## config.mk

```make
export PLATFORM = sky130hd
export DESIGN_NAME = instruction_memory_loader_flat
export DESIGN_NICKNAME = d
export VERILOG_FILES = /design/src/rtl/instruction_memory_loader_if.sv /design/src/rtl/instruction_memory_loader.sv /design/src/flat_wrapper.sv
export SDC_FILE = /design/constraint.sdc
export NUM_CORES = 1
export LEC_CHECK = 0
export BUFFER_PORTS_ARGS = -buffer_cell sky130_fd_sc_hd__buf_2
export CELL_PAD_IN_SITES_DETAIL_PLACEMENT = 0
export CELL_PAD_IN_SITES_GLOBAL_PLACEMENT = 1
export CORE_ASPECT_RATIO = 0.5
export CORE_MARGIN = 4
export CORE_UTILIZATION = 35
export CTS_BUF_LIST = sky130_fd_sc_hd__clkbuf_16
export DETAILED_ROUTE_END_ITERATION = 10
export PLACE_DENSITY_LB_ADDON = 0.1
export SYNTH_ARGS = -nofsm -noshare
export SYNTH_HDL_FRONTEND = slang
export SYNTH_SLANG_ARGS = --single-unit
```

## constraint.sdc

```tcl
create_clock -name clk -period 3.1 [get_ports clk]
set_clock_uncertainty 0.15 [all_clocks]
set_input_delay 0.155 -clock clk [delete_from_list [all_inputs] [get_ports clk]]
set_output_delay 0.155 -clock clk [all_outputs]
set_load 0.05 [all_outputs]
```

## src/rtl/instruction_memory_loader_if.sv

```systemverilog
// Stream and byte-memory bus of the instruction memory loader.
// The loader takes the slave side; the word source and the memory take the master side.
interface instruction_memory_loader_if #(
   parameter int ADDR_WIDTH = 32
);
   logic                  word_valid;
   logic [31:0]           word_data;
   logic                  word_last;
   logic                  word_ready;
   logic                  mem_we;
   logic [ADDR_WIDTH-1:0] mem_addr;
   logic [7:0]            mem_wdata;

   modport master (
      output word_valid,
      output word_data,
      output word_last,
      input  word_ready,
      input  mem_we,
      input  mem_addr,
      input  mem_wdata
   );

   modport slave (
      input  word_valid,
      input  word_data,
      input  word_last,
      output word_ready,
      output mem_we,
      output mem_addr,
      output mem_wdata
   );
endinterface

```

## src/rtl/instruction_memory_loader.sv

```systemverilog
// Splits 32-bit instruction words into big-endian byte writes and holds the core until loaded.
// Optional running word checksum is built only when LOADER_CHECKSUM_EN is defined.
module instruction_memory_loader #(
   parameter int MEM_BYTES  = 256,
   parameter int ADDR_WIDTH = 32
) (
   input  logic                              clk,
   input  logic                              rst,
   input  logic                              start,
   instruction_memory_loader_if.slave        bus,
   output logic                              busy,
   output logic                              done,
   output logic                              overflow,
   output logic                              cpu_hold,
   output logic [31:0]                       checksum
);

   localparam int BASE_W = $clog2(MEM_BYTES + 1);
   localparam logic [BASE_W-1:0] MEM_LIMIT = BASE_W'(MEM_BYTES);
   localparam logic [BASE_W-1:0] WORD_STEP = BASE_W'(4);

   localparam logic [2:0] IDLE   = 3'd0;
   localparam logic [2:0] ACCEPT = 3'd1;
   localparam logic [2:0] WR0    = 3'd2;
   localparam logic [2:0] WR1    = 3'd3;
   localparam logic [2:0] WR2    = 3'd4;
   localparam logic [2:0] WR3    = 3'd5;
   localparam logic [2:0] DONE   = 3'd6;

   logic [2:0]            state;
   logic [2:0]            state_next;
   logic [BASE_W-1:0]     base;
   logic [BASE_W-1:0]     base_next;
   logic [31:0]           word_reg;
   logic [31:0]           word_next;
   logic                  last_reg;
   logic                  last_next;
   logic                  overflow_reg;
   logic                  overflow_next;
   logic                  mem_we_reg;
   logic                  mem_we_next;
   logic [ADDR_WIDTH-1:0] mem_addr_reg;
   logic [ADDR_WIDTH-1:0] mem_addr_next;
   logic [7:0]            mem_wdata_reg;
   logic [7:0]            mem_wdata_next;
   logic                  accept;
   logic                  start_load;

   assign accept     = (state == ACCEPT) && bus.word_valid;
   assign start_load = ((state == IDLE) || (state == DONE)) && start;

   always_comb begin
      state_next    = state;
      base_next     = base;
      word_next     = word_reg;
      last_next     = last_reg;
      overflow_next = overflow_reg;
      case (state)
         IDLE, DONE: begin
            if (start) begin
               state_next    = ACCEPT;
               base_next     = '0;
               overflow_next = 1'b0;
            end
         end
         ACCEPT: begin
            if (accept) begin
               word_next = bus.word_data;
               last_next = bus.word_last;
               if (base < MEM_LIMIT) begin
                  state_next = WR0;
               end else begin
                  // Memory is full: the word is dropped but the stream is still drained.
                  overflow_next = 1'b1;
                  state_next    = bus.word_last ? DONE : ACCEPT;
               end
            end
         end
         WR0: state_next = WR1;
         WR1: state_next = WR2;
         WR2: state_next = WR3;
         WR3: begin
            base_next  = base + WORD_STEP;
            state_next = last_reg ? DONE : ACCEPT;
         end
         default: state_next = IDLE;
      endcase
   end

   // Byte outputs are registered, so they are derived from the state being entered.
   always_comb begin
      mem_we_next    = 1'b0;
      mem_addr_next  = '0;
      mem_wdata_next = '0;
      case (state_next)
         WR0: begin
            mem_we_next    = 1'b1;
            mem_addr_next  = ADDR_WIDTH'(base_next);
            mem_wdata_next = word_next[31:24];
         end
         WR1: begin
            mem_we_next    = 1'b1;
            mem_addr_next  = ADDR_WIDTH'(base_next) + ADDR_WIDTH'(1);
            mem_wdata_next = word_next[23:16];
         end
         WR2: begin
            mem_we_next    = 1'b1;
            mem_addr_next  = ADDR_WIDTH'(base_next) + ADDR_WIDTH'(2);
            mem_wdata_next = word_next[15:8];
         end
         WR3: begin
            mem_we_next    = 1'b1;
            mem_addr_next  = ADDR_WIDTH'(base_next) + ADDR_WIDTH'(3);
            mem_wdata_next = word_next[7:0];
         end
         default: begin
            mem_we_next    = 1'b0;
            mem_addr_next  = '0;
            mem_wdata_next = '0;
         end
      endcase
   end

   always_ff @(posedge clk or negedge rst) begin
      if (!rst) begin
         state         <= IDLE;
         base          <= '0;
         word_reg      <= '0;
         last_reg      <= 1'b0;
         overflow_reg  <= 1'b0;
         mem_we_reg    <= 1'b0;
         mem_addr_reg  <= '0;
         mem_wdata_reg <= '0;
      end else begin
         state         <= state_next;
         base          <= base_next;
         word_reg      <= word_next;
         last_reg      <= last_next;
         overflow_reg  <= overflow_next;
         mem_we_reg    <= mem_we_next;
         mem_addr_reg  <= mem_addr_next;
         mem_wdata_reg <= mem_wdata_next;
      end
   end

`ifdef LOADER_CHECKSUM_EN
   logic [31:0] sum_reg;

   // Overflow words are summed too, so the checksum covers the whole stream received.
   always_ff @(posedge clk or negedge rst) begin
      if (!rst) begin
         sum_reg <= '0;
      end else if (start_load) begin
         sum_reg <= '0;
      end else if (accept) begin
         sum_reg <= sum_reg + bus.word_data;
      end
   end

   assign checksum = sum_reg;
`else
   assign checksum = 32'd0;
`endif

   assign bus.word_ready = (state == ACCEPT);
   assign bus.mem_we     = mem_we_reg;
   assign bus.mem_addr   = mem_addr_reg;
   assign bus.mem_wdata  = mem_wdata_reg;

   assign busy     = (state == ACCEPT) || (state == WR0) || (state == WR1) ||
                     (state == WR2) || (state == WR3);
   assign done     = (state == DONE);
   assign cpu_hold = (state != DONE);
   assign overflow = overflow_reg;

endmodule

```

## src/flat_wrapper.sv

```systemverilog
// flat-port wrapper written by rule: the top's interface ports become plain ports
module instruction_memory_loader_flat 
#(
   parameter int MEM_BYTES  = 256,
   parameter int ADDR_WIDTH = 32
)
  (clk, rst, start, busy, done, overflow, cpu_hold, checksum, bus_word_valid, bus_word_data, bus_word_last, bus_word_ready, bus_mem_we, bus_mem_addr, bus_mem_wdata);
  instruction_memory_loader_if #(.ADDR_WIDTH(ADDR_WIDTH)) bus_i ();
  input  logic clk;
  input  logic rst;
  input  logic start;
  output logic busy;
  output logic done;
  output logic overflow;
  output logic cpu_hold;
  output logic [31:0] checksum;
  input wire logic [$bits(bus_i.word_valid)-1:0] bus_word_valid;
  input wire logic [$bits(bus_i.word_data)-1:0] bus_word_data;
  input wire logic [$bits(bus_i.word_last)-1:0] bus_word_last;
  output wire logic [$bits(bus_i.word_ready)-1:0] bus_word_ready;
  output wire logic [$bits(bus_i.mem_we)-1:0] bus_mem_we;
  output wire logic [$bits(bus_i.mem_addr)-1:0] bus_mem_addr;
  output wire logic [$bits(bus_i.mem_wdata)-1:0] bus_mem_wdata;
  assign bus_i.word_valid = bus_word_valid;
  assign bus_i.word_data = bus_word_data;
  assign bus_i.word_last = bus_word_last;
  assign bus_word_ready = bus_i.word_ready;
  assign bus_mem_we = bus_i.mem_we;
  assign bus_mem_addr = bus_i.mem_addr;
  assign bus_mem_wdata = bus_i.mem_wdata;
  instruction_memory_loader #(.MEM_BYTES(MEM_BYTES), .ADDR_WIDTH(ADDR_WIDTH)) u_core (.clk(clk), .rst(rst), .start(start), .bus(bus_i), .busy(busy), .done(done), .overflow(overflow), .cpu_hold(cpu_hold), .checksum(checksum));
endmodule
```

# --- Yosys cells after proc, flatten, opt, wreduce, memory -nomap -nowiden ---
# Cells that the tools add are included.
# Widths: inputs -> output; s select.
classes:
  add_sub_neg: 4
  magnitude_cmp: 1
  n_eq_ne: 14
  n_mux: 17
  n_reduce_logical: 11
ops:
  columns: ["operator", "count"]
  rows:
  - ["$pmux 32 s4", 1]
  - ["$mux 32", 2]
  - ["$pmux 8 s4", 1]
  - ["$add 9x2->10 const B", 2]
  - ["$pmux 3 s6", 1]
  - ["$pmux 9 s2", 1]
  - ["$eq 3x3->1 const B", 5]
  - ["$mux 3", 5]
  - ["$eq 3x2->1 const B", 4]
  - ["$add 9x1->10 const B", 1]
  - ["$add 9x3->9 const B", 1]
  - ["$lt 9x9->1 const B", 1]
  - ["$mux 9", 1]
  - ["$logic_or 1x1->1", 4]
  - ["$mux 1", 4]
  - ["$ne 2x2->1 const B", 2]
  - ["$reduce_and 4->1", 1]
  - ["$reduce_or 4->1", 1]
  - ["$eq 3x1->1 const B", 1]
  - ["$logic_not 3->1", 1]
  - ["$ne 3x3->1 const B", 1]
  - ["$ne 2x1->1 const B", 1]
  - ["$pmux 1 s2", 1]
  - ["$reduce_and 2->1", 1]
  - ["other kinds (3)", 3]
word_totals:
  reg_bits: 87
  inputBits: 37
  out_inout_bits: 78

# --- Longest topological paths before layout ---
# Gate-level depths: netlist of run 1.
logic_depth:
  ltp_word: 7
  mapped_depth: 11
  ltp_nobuf: 10

# --- Worst setup path before layout of run 1 ---
# OpenSTA, ideal clock, no wires.
synth_timing:
  path_type: "register to register"
  startpoint: "register u_core.state[1]"
  endpoint: "register u_core.mem_wdata_reg[2], in the netlist u_core.bus.mem_wdata[2]"
  arrival_time_ns: 3.276
  required_time_ns: 2.824
  setup_slack_ns: -0.452
  stages_incl_launch_ff: 9
  n_path_buf: 3
  synth_period_minus_slack_ns: 3.552
  cell_sequence: "dfrtp_1 > buf_2 > nor3b_1 > and2_1 > buf_2 > buf_2 > mux2_2 > a32o_1 > a221o_1"
synth_between:
  elab_cells_between_ends: 19
  classes_between: "eq/ne: 10; mux: 6; reduce/logical: 3"
synth_rtl:
  columns: ["item", "line_no", "text"]
  rows:
  - ["from (decl)", "instruction_memory_loader.sv:30", "logic [2:0] state;"]
  - ["from (signal assigned)", "instruction_memory_loader.sv:135", "state <= state_next;"]
  - ["$eq 3x1->1 *", null, null]
  - ["named net bus_word_ready", "flat_wrapper.sv:20", "output wire logic [$bits(bus_i.word_ready)-1:0] bus_word_ready;"]
  - ["$logic_and 1x1->1", "instruction_memory_loader.sv:49", "assign accept = (state == ACCEPT) && bus.word_valid;"]
  - ["$mux 32", "instruction_memory_loader.sv:67", "if (accept) begin"]
  - ["$mux 32 *", "instruction_memory_loader.sv:58", "case (state)"]
  - ["named net u_core.word_next[26]", "instruction_memory_loader.sv:35", "logic [31:0] word_next;"]
  - ["$pmux 8 s4 *", "instruction_memory_loader.sv:95", "case (state_next)"]
  - ["named net u_core.mem_wdata_next[2]", "instruction_memory_loader.sv:45", "logic [7:0] mem_wdata_next;"]
  - ["to (signal assigned)", "instruction_memory_loader.sv:142", "mem_wdata_reg <= mem_wdata_next;"]
  - ["to (decl)", "instruction_memory_loader.sv:44", "logic [7:0] mem_wdata_reg;"]
# The timed path passes the listed nets; every way through them passes the cells marked *.
# A chain may end at the register's enable or synchronous reset.

# --- Final worst setup path of run 1 ---
layout_timing:
  startpoint: "register u_core.state[0]"
  endpoint: "register u_core.mem_addr_reg[5], in the netlist u_core.bus.mem_addr[5]"
layout_between:
  elab_cells_between_ends: 21
  classes_between: "add/sub: 3; eq/ne: 10; mux: 5; reduce/logical: 3"
layout_rtl:
  columns: ["item", "line_no", "text"]
  rows:
  - ["$eq 3x3->1 / $logic_not 3->1 (equally long branches)", null, null]
  - ["$reduce_or 2->1", "instruction_memory_loader.sv:58", null]
  - ["$pmux 9 s2 *", "instruction_memory_loader.sv:58", null]
  - ["named net u_core.base_next[2]", "instruction_memory_loader.sv:33", "logic [BASE_W-1:0] base_next;"]
  - ["$add 9x2->10 (tied with other cells)", "instruction_memory_loader.sv:113", "mem_addr_next = ADDR_WIDTH'(base_next) + ADDR_WIDTH'(3);"]
  - ["$pmux 32 s4 *", "instruction_memory_loader.sv:95", null]
  - ["named net u_core.mem_addr_next[5]", "instruction_memory_loader.sv:43", "logic [ADDR_WIDTH-1:0] mem_addr_next;"]
  - ["to (signal assigned)", "instruction_memory_loader.sv:141", "mem_addr_reg <= mem_addr_next;"]
  - ["to (decl)", "instruction_memory_loader.sv:42", "logic [ADDR_WIDTH-1:0] mem_addr_reg;"]
# Marked as above.

==> results of run 1 <==
[kinds of logic after synthesis]
family / Yosys count / share of synthesized area
AOI/OAI and AO/OA: 65 / 0.137
xor gates and xnor gates: 8 / 0.0197
adders and majority gates: 4 / 0.0161
buffers and inverters: 83 / 0.152
DFF: 65 / 0.456
muxes: 37 / 0.115
other: 1 / 0.00105
and+or+nand+nor: 65 / 0.102
[where the power goes]
group | switching, mW | total, mW | internal (mW) | leakage, nW
clock | 0.355 | 0.969 | 0.614 | 0.148
sequential | 0.119 | 1.29 | 1.17 | 0.819
combinational | 1.18 | 1.87 | 0.689 | 1.19
[layer usage]
metal  vias up  wire [um]
li1       1288          -
met4         0         24
met3         2        609
met5         -          0
met2       107       4180
met1      1315       4070
[how the worst max path moves through the flow]
stage | end | startpoint | cells past startpoint | slack, ps
final | u_core.bus.mem_addr[5] | u_core.state[0] | 9 | 230
after CTS | u_core.bus.mem_addr[5] | u_core.state[0] | 9 | 260
after global placement | u_core.bus.mem_addr[8] | u_core.base[3] | 8 | 360
after global routing | u_core.bus.mem_addr[5] | u_core.state[0] | 9 | 20
after floorplan | u_core.bus.mem_wdata[2] | u_core.state[1] | 8 | 100
after detailed placement | u_core.bus.mem_addr[6] | u_core.state[0] | 10 | 300
[Yosys cell counts (5+ instances only)]
library cell and n:
nor2_1 7, nor4_1 5, nand3_1 8, mux2_2 33, nand2_1 15, a221o_1 10
nor3_1 5, buf_2 7, xnor2_1 5, a32o_1 7, inv_1 11, clkbuf_1 5
buf_4 56, o21ai_0 9, dfrtp_1 65, a21oi_1 14
[through the flow]
| step | worst slack (ps) | instances | power (mW) | instance area (um2) |
|---|---|---|---|---|
| 2_1_floorplan | 101 | 381 | 2.74 | 3770 |
| 3_3_place_gp | 355 | 522 | 3.10 | 3890 |
| 3_5_place_dp | 300 | 522 | 3.14 | 3890 |
| 4_1_cts | 261 | 572 | 4.16 | 4520 |
| 5_1_grt | 21.2 | 572 | 4.39 | 4520 |
| 6_report | 226 | 572 | 4.13 | 4520 |
[critical path, stage by stage, from the launching register on]
cell     delay (ps)
dfrtp_1         370
buf_4           200
and3b_1         230
a211o_1         360
nor2_1          300
ha_1            270
inv_1           100
or4_1           530
a21oi_1         160
a221o_1         140
[cell type report]
type / count / area, um2
inverter: 12 / 45.0
fill: 888 / 5140
tap: 135 / 169
clock inverter: 7 / 63.8
sequential: 65 / 1630
multi-input combinational: 233 / 1600
clock buffer: 9 / 225
timing repair buffer: 111 / 793
==> flow_summary_export.csv, run 1 <==
group,metric,value,unit
timing,slew_headroom,0.353,
global_routing,antenna_found_initial,0,
drt,antenna_left,0,
floorplan,die_area,0.0120,mm2
clock_network,cts.sinks,65,
drt,drc,0,
floorplan,fp.dieW,151,um
finish,largest_reg_flops,32,
global_routing,grt_overflow,0,
synthesis,synthCells,328,
synthesis,ys_seq_area_frac,0.456,
timing,worst_pin_slew,970,ps
global_routing,busiest_layer,"met2",
synthesis,syn_area,0.00356,mm2
finish,layout-drive-gt1-share,0.300,
timing,max_freq,348,MHz
clock_network,cts_hold_buffers,34,
global_routing,grtUsageMet1,0.193,
placed_design,routabilityCongestion,0.815,
clock_network,cts_tree,"done",
min_path,hold_end,"u_core.state[0]",
clock_network,clock_path_buffers,2,
drt,drt-pass1-iter-count,4,
global_routing,grt_pass1_wl,14.2,mm
timing,finalHoldViolations,0,
drt,wl,8.88,mm
job,maxCapViolCount,0,
clock_network,cts_buffers,9,
global_routing,grt_pass1_vias,2808,
timing,maxSlewViolCount,0,
drt,wl_per_cell,15.5,um
drt,first_iter_violations,173,
setup_path,endpoint_kind,"flop",
min_path,hold_path.class,"in2reg",
finish,final_common_cell,"dfrtp_1",
pwr,powerDensity,912,mW/mm2
timing,fin_tns_setup,0,ps
setup_path,r2r_end,"u_core.bus.mem_addr[5]",
finish,layout_common_cells,"dfrtp_1 (65), buf_2 (60), conb_1 (54)",
clock_network,clkLatencyLatePin,330,ps
min_path,hold_depth,3,
finish,syn_to_final_growth,26.9,%
finish,antenna_cells,0,
global_routing,grt_util_met2,0.257,
status,status,"completed",
floorplan,core,0.00967,mm2
clock_network,h-tree-depth,3,
setup_path,r2r_start,"u_core.state[0]",
synthesis,yosysTopAreaCell,"dfrtp_1",
pwr,leakage,2.16,nW
floorplan,rows,25,
floorplan,initial_core_util,0.369,
pwr,peakVddDrop,0.266,mV
global_routing,grt_max_degree,44,
synthesis,syn_avg_cell_area,10.9,um2
clock_network,cts-root-buf,"clkbuf_16",
global_routing,track_usage,0.152,
setup_path,reg2reg_depth,9,
finish,finalCoreUtilization,0.468,
timing,grt_setup_unrepaired,"false",
setup_path,crit_arrival,2980,ps
setup_path,critPathLaunchType,"flop",
setup_path,critical_path_class,"reg2reg",
drt,avgViaCountPerCell,4.74,
global_routing,grt_use_met3,0.0433,
placed_design,hpwl,6.19,mm
clock_network,cts_resized,0,
drt,num_vias,2712,
finish,final_nets,473,
floorplan,die_y,79.4,um
clock_network,post_cts.repair.setup_buffers,0,
setup_path,cp_max_fo,19,
setup_path,rrSetupSlack,230,ps
synthesis,yosysUniqueCellTypes,57,
timing,setup_viol,0,
synthesis,synthFlopType,"dfrtp_1",
synthesis,synth_top_area_share,0.456,
timing,whs,27.4,ps
synthesis,synth-seq-cells,65,
synthesis,synth_area_leaders,"dfrtp_1 (46%), buf_4 (12%), mux2_2 (10%)",
min_path,hp-start,"start",
timing,timing.final.crit_period,2870,ps
clock_network,path_clk_slew,50,ps
placed_design,port_buffers,60,
synthesis,synth_edf_count,0,
floorplan,num_io_pins,115,
synthesis,synth_warnings,0,
synthesis,ys_async_sr_fraction,1.00,
timing,period_share,0.927,
setup_path,cp.required,3210,ps
Power figures use the tool's default switching activity.
==> run 2: changes to the inputs <==
--- a/config.mk
+++ b/config.mk
@@ -13,7 +13,7 @@
 export CORE_UTILIZATION = 35
 export CTS_BUF_LIST = sky130_fd_sc_hd__clkbuf_16
 export DETAILED_ROUTE_END_ITERATION = 10
-export PLACE_DENSITY_LB_ADDON = 0.1
+export PLACE_DENSITY = 0.78
 export SYNTH_ARGS = -nofsm -noshare
 export SYNTH_HDL_FRONTEND = slang
 export SYNTH_SLANG_ARGS = --single-unit
==> run 2 against run 1 <==
Against the previous run:
- sequential cell count stayed put
- register-to-register slack about the same
- via count rose by 0.81%
- fmax about the same
- critical path depth did not move
- worst setup slack better by 1.8 ps
- global-route usage is 0.35 points lower
- sequential share of layout area is 0.21 points lower
- final cell count rose by 0.52%
- count of clock-buffer cells in the layout unchanged
- core utilization is 0.27 points higher
- worst hold slack worse by 16 ps
- largest power group unchanged
==> flow_summary_export.csv, run 2 (same netlist as run 1, synthesis figures left out) <==
group,metric,value,unit
status,status,"completed",
clock_network,clock_path_buffers,2,
finish,layout-drive-gt1-share,0.309,
setup_path,cpLargestDelayFamily,"simple AND/OR/NAND/NOR gates",
global_routing,grt_pass1_wl,13.9,mm
finish,largest_reg_flops,32,
clock_network,cts_tree,"done",
global_routing,antenna_found_initial,0,
global_routing,grt_overflow,0,
finish,regArea,0.00163,mm2
setup_path,cp_max_fo,12,
setup_path,crit_buf_inv,2,
drt,wl,8.59,mm
setup_path,cpPeakStageDelay,520,ps
placed_design,routabilityCongestion,0.842,
drt,drc,0,
floorplan,die_y,79.4,um
floorplan,die_area,0.0120,mm2
clock_network,path_clk_slew,60,ps
job,maxCapViolCount,0,
drt,first_iter_violations,184,
timing,fin_tns_setup,0,ps
placed_design,port_buffers,60,
timing,grt_setup_unrepaired,"false",
floorplan,core,0.00967,mm2
setup_path,critPathLaunchType,"flop",
drt,num_vias,2734,
floorplan,initial_core_util,0.369,
clock_network,clkLatencyLatePin,330,ps
pwr,powerDensity,917,mW/mm2
finish,final_common_cell,"dfrtp_1",
clock_network,cts_buffers,9,
floorplan,fp.dieW,151,um
setup_path,crit_chain,"buf_4 -> nor4b_1 -> a211o_1 -> nor2_1 -> ha_1 -> inv_1 -> or4_1 -> a21oi_1 -> a221o_1",
global_routing,track_usage,0.148,
clock_network,cts.sinks,65,
drt,avgViaCountPerCell,4.75,
timing,setup_viol,0,
min_path,hold_path.class,"in2reg",
drt,antenna_left,0,
finish,syn_to_final_growth,27.6,%
floorplan,num_io_pins,115,
timing,period_share,0.927,
clock_network,h-tree-depth,3,
drt,wl_per_cell,14.9,um
pwr,peakVddDrop,0.370,mV
timing,finalHoldViolations,0,
drt,drt-pass1-iter-count,4,
global_routing,grt_pass1_vias,2766,
setup_path,rrSetupSlack,230,ps
pwr,leakage,2.17,nW
finish,multiInputGateArea,0.00160,mm2
clock_network,cts-root-buf,"clkbuf_16",
finish,nFillCells,901,
setup_path,crit_path_top_delay_cell,"or4_1",
finish,layout_common_cells,"dfrtp_1 (65), buf_2 (60), conb_1 (54)",
timing,max_freq,348,MHz
timing,slew_headroom,0.592,
placed_design,hpwl,5.89,mm
timing,timing.final.crit_period,2870,ps
floorplan,rows,25,
setup_path,endpoint_kind,"flop",
setup_path,critical_path_class,"reg2reg",
clock_network,post_cts.repair.setup_buffers,0,
timing,maxSlewViolCount,0,
finish,final_nets,476,
setup_path,crit_arrival,2990,ps
timing,worst_pin_slew,606,ps
setup_path,cp.required,3220,ps
global_routing,grt_max_degree,29,
finish,antenna_cells,0,
finish,finalCoreUtilization,0.471,
run 2: changes by cell type in the layout (fill, tap and decap cells not counted), sizes merged:
cell    change
inv         -1
buf         +3
clkinv      +1
run 2: cell type report:
cell class                      count  share of cell area
Tap cell                          135              0.0371
Clock buffer                        9              0.0495
Inverter                           12             0.00990
Multi-Input combinational cell    233               0.352
Clock inverter                      7              0.0176
Sequential cell                    65               0.358
Timing Repair Buffer              114               0.177
run 2: timing repair:
item	4_1_cts	5_1_grt
gates resized for setup	0	0
endpoints found under the hold margin	56	0
hold buffers	34	0
run 2: per-layer routing:
metal | wire length, um | global-route usage | vias up
met2 | 3830 | 0.241 | 121
met1 | 3900 | 0.195 | 1305
li1 | - | - | 1296
met4 | 98 | 0.0479 | 0
met3 | 758 | 0.0359 | 12
met5 | 0 | 0 | -
run 2: worst register-to-register path: cells and delay by family (launching register included):
| kind | cells | cell delay, ps |
|---|---|---|
| compound gates | 3 | 650 |
| fa+ha+maj | 1 | 270 |
| buf+inv | 2 | 320 |
| flops | 1 | 480 |
| simple gates | 3 | 930 |
run 2: worst paths after layout:
check / start / endpoint / depth (start not counted)
worst max-delay path: u_core.state[2] / u_core.bus.mem_addr[5] / 9
worst min register to register: u_core.word_reg[24] / u_core.word_reg[24] / 1
max in group asynchronous: rst / u_core.word_reg[23] / 3
worst max register to register: u_core.state[2] / u_core.bus.mem_addr[5] / 9
worst min-delay path: start / u_core.state[0] / 3
min in group asynchronous: rst / u_core.word_reg[25] / 2
run 2: per-stage QoR:
stage / hold WS, ps / std cells / setup WS, ps / cell area [um2] / power (mW)
after detailed placement: 13.4 / 525 / 303 / 3900 / 3.14
after floorplan: -291 / 381 / 101 / 3770 / 2.74
after CTS: 5.26 / 575 / 260 / 4550 / 4.20
final: 11.6 / 575 / 228 / 4550 / 4.17
after global placement: 3.83 / 525 / 325 / 3900 / 3.09
after global routing: 27.8 / 575 / 19.7 / 4550 / 4.44
run 2: where the power goes:
part	switching [mW]	internal (mW)
Combinational	1.17	0.692
Sequential	0.126	1.17
Clock	0.381	0.629
Total	1.68	2.49
